$ cat config.mk
export PLATFORM = sky130hd
export DESIGN_NAME = seqdet_serializer
export DESIGN_NICKNAME = d
export VERILOG_FILES = /design/src/rtl/seqdet_pkg.sv /design/src/rtl/seqdet_serializer.sv
export SDC_FILE = /design/constraint.sdc
export NUM_CORES = 1
export LEC_CHECK = 0
export ABC_AREA = 0
export CELL_PAD_IN_SITES_DETAIL_PLACEMENT = 0
export CELL_PAD_IN_SITES_GLOBAL_PLACEMENT = 1
export CORE_MARGIN = 4
export CORE_UTILIZATION = 30
export CTS_BUF_LIST = sky130_fd_sc_hd__clkbuf_4
export CTS_CLUSTER_DIAMETER = 100
export DETAILED_ROUTE_END_ITERATION = 10
export DONT_BUFFER_PORTS = 1
export GPL_TIMING_DRIVEN = 0
export PLACE_DENSITY = 0.62
export SYNTH_ARGS = -nofsm -noshare
export SYNTH_HDL_FRONTEND = slang
export SYNTH_SLANG_ARGS = --single-unit
export TNS_END_PERCENT = 1
$ cat constraint.sdc
create_clock -name clk -period 5.3 [get_ports clk]
set_input_delay 0.53 -clock clk [delete_from_list [all_inputs] [get_ports clk]]
set_output_delay 0.53 -clock clk [all_outputs]
set_load 0.01 [all_outputs]
$ cat src/rtl/seqdet_pkg.sv
// Shared definitions for the moore101 sequence-detector front end and its bench.
package seqdet_pkg;

    localparam int   DATA_W_DEF     = 20;
    localparam logic IDLE_LEVEL_DEF = 1'b0;

    typedef enum logic {
        S_IDLE  = 1'b0,
        S_SHIFT = 1'b1
    } state_t;

endpackage

$ cat src/rtl/seqdet_serializer.sv
// Parallel-to-serial front end for moore101: one DATA_W-bit word in, one bit per clk out on x,
// with a single holding register so consecutive words stream without an idle cycle.
module seqdet_serializer
    import seqdet_pkg::*;
#(
    parameter int   DATA_W     = DATA_W_DEF,
    parameter bit   MSB_FIRST  = 1'b0,
    parameter logic IDLE_LEVEL = IDLE_LEVEL_DEF
) (
    input  logic              clk,
    input  logic              reset,
    input  logic [DATA_W-1:0] in_data,
    input  logic              in_valid,
    output logic              in_ready,
    output logic              x,
    output logic              x_valid,
    output logic              x_last,
    output logic              busy
);

    localparam int              CW       = (DATA_W > 2) ? $clog2(DATA_W) : 1;
    localparam logic [CW-1:0]   CNT_LAST = CW'(DATA_W - 1);

    // Handshake: a word transfers on any rising edge where in_valid && in_ready.
    // in_ready is the registered inverse of hold_full, so it never depends on in_valid
    // in the same cycle; while it is low, in_valid and in_data are ignored.

    state_t            state_q, state_d;
    logic [DATA_W-1:0] shreg_q, shreg_d;
    logic [DATA_W-1:0] hold_q, hold_d;
    logic              hold_full_q, hold_full_d;
    logic [CW-1:0]     cnt_q, cnt_d;
    logic              x_q, x_d;
    logic              x_valid_q, x_valid_d;
    logic              x_last_q, x_last_d;

    logic              accept;
    logic              load;
    logic [DATA_W-1:0] load_word;
    logic [DATA_W-1:0] shifted;
    logic [CW-1:0]     cnt_inc;

    // The bit on x is always the send-order head of the shifter.
    function automatic logic head_bit(input logic [DATA_W-1:0] d);
        return MSB_FIRST ? d[DATA_W-1] : d[0];
    endfunction

    function automatic logic [DATA_W-1:0] advance(input logic [DATA_W-1:0] d);
        return MSB_FIRST ? {d[DATA_W-2:0], 1'b0} : {1'b0, d[DATA_W-1:1]};
    endfunction

    assign accept  = in_valid && !hold_full_q;
    assign shifted = advance(shreg_q);
    assign cnt_inc = cnt_q + 1'b1;

    always_comb begin
        state_d     = state_q;
        shreg_d     = shreg_q;
        hold_d      = hold_q;
        hold_full_d = hold_full_q;
        cnt_d       = cnt_q;
        x_d         = x_q;
        x_valid_d   = x_valid_q;
        x_last_d    = x_last_q;
        load        = 1'b0;
        load_word   = in_data;

        case (state_q)
            S_IDLE: begin
                if (accept) begin
                    load    = 1'b1;
                    state_d = S_SHIFT;
                end
            end
            S_SHIFT: begin
                if (cnt_q == CNT_LAST) begin
                    // Final edge of the word: chain the next word in, or fall idle.
                    if (hold_full_q) begin
                        load        = 1'b1;
                        load_word   = hold_q;
                        hold_full_d = 1'b0;
                    end else if (accept) begin
                        load = 1'b1;
                    end else begin
                        state_d   = S_IDLE;
                        x_d       = IDLE_LEVEL;
                        x_valid_d = 1'b0;
                        x_last_d  = 1'b0;
                    end
                end else begin
                    shreg_d  = shifted;
                    cnt_d    = cnt_inc;
                    x_d      = head_bit(shifted);
                    x_last_d = (cnt_inc == CNT_LAST);
                    if (accept) begin
                        hold_d      = in_data;
                        hold_full_d = 1'b1;
                    end
                end
            end
            default: begin
                state_d = S_IDLE;
            end
        endcase

        if (load) begin
            shreg_d   = load_word;
            cnt_d     = '0;
            x_d       = head_bit(load_word);
            x_valid_d = 1'b1;
            x_last_d  = 1'b0;
        end
    end

    always_ff @(posedge clk) begin
        if (reset) begin
            state_q     <= S_IDLE;
            shreg_q     <= '0;
            hold_q      <= '0;
            hold_full_q <= 1'b0;
            cnt_q       <= '0;
            x_q         <= IDLE_LEVEL;
            x_valid_q   <= 1'b0;
            x_last_q    <= 1'b0;
        end else begin
            state_q     <= state_d;
            shreg_q     <= shreg_d;
            hold_q      <= hold_d;
            hold_full_q <= hold_full_d;
            cnt_q       <= cnt_d;
            x_q         <= x_d;
            x_valid_q   <= x_valid_d;
            x_last_q    <= x_last_d;
        end
    end

    assign in_ready = !hold_full_q;
    assign x        = x_q;
    assign x_valid  = x_valid_q;
    assign x_last   = x_last_q;
    assign busy     = (state_q == S_SHIFT) | hold_full_q;

endmodule

==> summary.md, run 1 <==
| Metric | Value |
|---|---|
| Final Slew Violations | `0` |
| RSZ-0062 raised after global routing | `false` |
| Total wire length | `6933 um` |
| Vias in the first global route | `2,091` |
| Max_slew headroom | `59.10%` |
| Max-cap viol count | `0` |
| Largest net degree at the start of global routing | `15` |
| Final GP Congestion | `0.7737` |
| Crit end category | `primary output` |
| Synth warnings | `0` |
| First-pass GRT wire length | `11,370 um` |
| Crit path buffers/inverters | `3` |
| Status | `completed` |
| Crit-path leading delay family | `buffers and inverters` |
| Grt met2 use | `22.72%` |
| Worst vdd ir | `79.60 uV` |
| I/O Buffers | `0` |
| Post-cts resize count | `0` |
| DRC Markers | `0` |
| Post-CTS setup buffers | `0` |
| GR Util met1 | `20.86%` |
| Routed WL per cell | `17.46 um` |
| Core Area | `7767 um^2` |
| Tmin final | `2558 ps` |
| Worst-margin pin slew | `613.5 ps` |
| CTS root buf | `clkbuf_4` |
| Post-synth EDFFs | `0` |
| Setup violations, final | `0` |
| Synth Area per Inst | `8.401 um^2` |
| Ant diodes | `0` |
| Hold Path Class | `in2reg` |
| Final Hold Vio Count | `0` |
| Fmax | `390.9 MHz` |
| End of the worst register-to-register path | `shreg_q[12]$_SDFFE_PP0P_` |
| Finished Core Util | `33.33%` |
| Hold Path End | `hold_q[0]$_SDFFE_PP0P_` |
| CTS tree | `done` |
| Via count | `2,124` |
| Reg2reg path depth | `7` |
| Lkg Pwr | `0.0009225 uW` |
| CTS hold repair buffers | `0` |
| Clock sinks | `49` |
| Gr ovfl total | `0` |
| CP max stage delay | `480 ps` |
| #FFs+latches synth | `49` |
| CP arrival | `2030 ps` |
| Hold Path Depth | `2` |
| Hold Crit Start | `in_data[0]` |
| WS Path Type | `reg2out` |
| Share of layout cells above drive strength 1 | `5.763%` |
| CP max stage cell | `dfxtp_1` |
| Initial DRC Count | `96` |
| Pwr Total | `689.9 uW` |
| Worst Path Required | `4770 ps` |
| Die height | `97.65 um` |
| Fillers | `867` |
| Nets@finish | `319` |
| Initial antenna violation count | `0` |
| H-tree depth | `2` |
| Largest fanout on the critical path | `10` |
| Area growth syn-to-layout | `7.369%` |
| Die area | `9536 um^2` |
| Sequential-to-total area share from yosys stat | `40.69%` |
| Total track usage | `14.81%` |
| Flop-to-flop setup slack | `3040 ps` |
| Syn nets | `312` |
| Synth cell types | `32` |
| CTS Buf Count | `5` |
| Site row count | `32` |
| Worst r2r src | `cnt_q[1]$_SDFFE_PP0N_` |
| Post-Place Cell Area | `2539 um^2` |
| Fin crit share | `48.26%` |
| Top Ports | `28` |
| Final TNS setup | `0 ps` |
| CTS max path bufs | `2` |
| Synth Instances | `287` |
| Vias per std cell | `5.350` |
| Worst-path clk slew | `150 ps` |
| DRT antenna net count | `0` |
| Die Wd | `97.65 um` |
| Crit path cell chain | `clkbuf_1, clkbuf_1, inv_2, nand2_1` |
| Clk_lat worst skew | `370 ps` |
| Global routing's busiest layer | `met2` |
| Starting Density | `31.04%` |
| Main synth FF type | `dfxtp_1` |
| Setup Skew | `18.36 ps` |
| Fraction of registers with async set/reset | `0%` |
| Met3 Track Usage GR | `3.877%` |
| Final Cell Area | `2589 um^2` |
| CP Launch Type | `flop` |
| Netlist Area Pre-Place | `2411 um^2` |
| Detailed-router iteration count before antenna repair | `4` |
| Pwr/cell area | `266.5 nW/um^2` |
| Most used cell, CP | `clkbuf_1` |
| DP HPWL | `4862 um` |
synth_stat cells (all sizes together), types with 2 or more instances:
| cell | count | area share, % |
|---|---|---|
| a31oi | 2 | 0.52 |
| buf | 7 | 2.4 |
| o21ai | 40 | 8.3 |
| nand2b | 19 | 4.9 |
| ha | 2 | 1.0 |
| a211oi | 5 | 1.6 |
| nor2 | 28 | 4.4 |
| nand4 | 20 | 5.2 |
| nand2 | 10 | 1.6 |
| inv | 3 | 0.47 |
| mux2i | 21 | 8.7 |
| o32ai | 18 | 6.5 |
| clkbuf | 23 | 3.6 |
| nand3 | 3 | 0.62 |
| a21oi | 25 | 5.2 |
| dfxtp | 49 | 41 |
worst register-to-register path: cells and delay by family, from the launching register on:
| kind | cells | cell delay [ps] |
|---|---|---|
| adder cells (fa/ha/maj) | 1 | 300 |
| flip-flops | 1 | 430 |
| buffers and inverters | 2 | 650 |
| AO/OA/AOI/OAI | 2 | 410 |
| AND/OR/NAND/NOR | 2 | 390 |
state kept, by name, summed over array words and instances (netlist names):
| signal | cells |
|---|---|
| hold_q | 20 |
| shreg_q | 19 |
| cnt_q | 5 |
| hold_full_q | 1 |
| state_q | 1 |
| x | 1 |
| x_last | 1 |
| x_valid | 1 |
layout by cell type (no fill, tap or decap), types with 2 or more instances in the layout:
cell type / Yosys / routed
a21oi_1: 25 / 25
nand2_1: 10 / 10
buf_6: 4 / 4
nand2b_1: 19 / 19
nor2_1: 28 / 28
a211oi_1: 5 / 5
buf_2: 2 / 2
nand3_1: 3 / 3
mux2i_1: 21 / 21
inv_2: 2 / 2
clkbuf_1: 23 / 23
o21ai_0: 21 / 21
dfxtp_1: 49 / 49
a31oi_1: 2 / 2
o21ai_1: 19 / 19
ha_1: 2 / 2
clkbuf_4: 0 / 5
o32ai_1: 18 / 18
clkinv_1: 0 / 2
nand4_1: 20 / 20
how the worst max path moves through the flow:
| stage | startpoint | to | slack (ps) | depth (start not counted) |
|---|---|---|---|---|
| floorplan | cnt_q[2]$_SDFFE_PP0N_ | shreg_q[19]$_SDFFE_PP0P_ | 3480 | 7 |
| global placement | cnt_q[1]$_SDFFE_PP0N_ | shreg_q[10]$_SDFFE_PP0P_ | 3030 | 7 |
| detailed placement | cnt_q[1]$_SDFFE_PP0N_ | shreg_q[10]$_SDFFE_PP0P_ | 3070 | 7 |
| CTS | state_q$_SDFF_PP0_ | busy | 2780 | 4 |
| global route | state_q$_SDFF_PP0_ | busy | 2610 | 4 |
| finish | state_q$_SDFF_PP0_ | busy | 2740 | 4 |
through the flow:
| stage | instances | setup slack, ps | hold slack [ps] |
|---|---|---|---|
| after CTS | 397 | 2778 | 283.6 |
| final | 397 | 2742 | 292.8 |
| after global routing | 397 | 2612 | 279.9 |
| after detailed placement | 389 | 3071 | 473.2 |
| after floorplan | 287 | 3479 | 459.6 |
| after global placement | 389 | 3031 | 469.6 |
cells by family (layout without fill, tap and decap cells):
group / count (synthesis) / after routing / synth area share [%]
flops: 49 / 49 / 40.68
compound gates: 93 / 93 / 23.14
mux: 22 / 22 / 9.185
fa+ha+maj: 2 / 2 / 1.038
buf+inv: 33 / 41 / 6.486
simple gates: 87 / 87 / 19.10
xor+xnor: 1 / 1 / 0.3633
metal layers:
metal / up-vias / wire, um / part of all wire, %
li1: 1060 / - / -
met1: 1011 / 3433 / 50
met2: 45 / 3063 / 44
met3: 8 / 376 / 5.4
met4: 0 / 60 / 0.87
met5: - / 0 / 0
report_power, final:
part           total, uW  switching [uW]  internal [uW]
logic                110            69.4           40.6
registers            408            14.7            393
clock network        172             124           48.4
area by class of cell:
class / count / area (um^2) / area share [%]
Tap cell: 102 / 127.6 / 4.930
Multi-Input combinational cell: 205 / 1274 / 49.20
Clock buffer: 5 / 37.54 / 1.450
Clock inverter: 3 / 12.51 / 0.4833
Sequential cell: 49 / 980.9 / 37.89
Inverter: 3 / 11.26 / 0.4350
Buffer: 30 / 145.1 / 5.607
(Power assumes the default switching activity.)
==> run 2: changes to the inputs <==
==> constraint.sdc (replaced) <==
create_clock -name clk -period 2.6 [get_ports clk]
set_input_delay 0.26 -clock clk [delete_from_list [all_inputs] [get_ports clk]]
set_output_delay 0.26 -clock clk [all_outputs]
set_load 0.01 [all_outputs]
==> results of run 2 <==
The final DEF is identical to that of run 1. Status: completed.
Among the figures that moved: setup slack after placement 3071 ps -> 371.0 ps; setup slack after layout 2742 ps -> 312.0 ps; hold slack 292.8 ps -> 22.78 ps; register-to-register setup slack 3040 ps -> 340 ps; total power 689.9 uW -> 1406 uW; worst IR drop on VDD 79.60 uV -> 162.3 uV
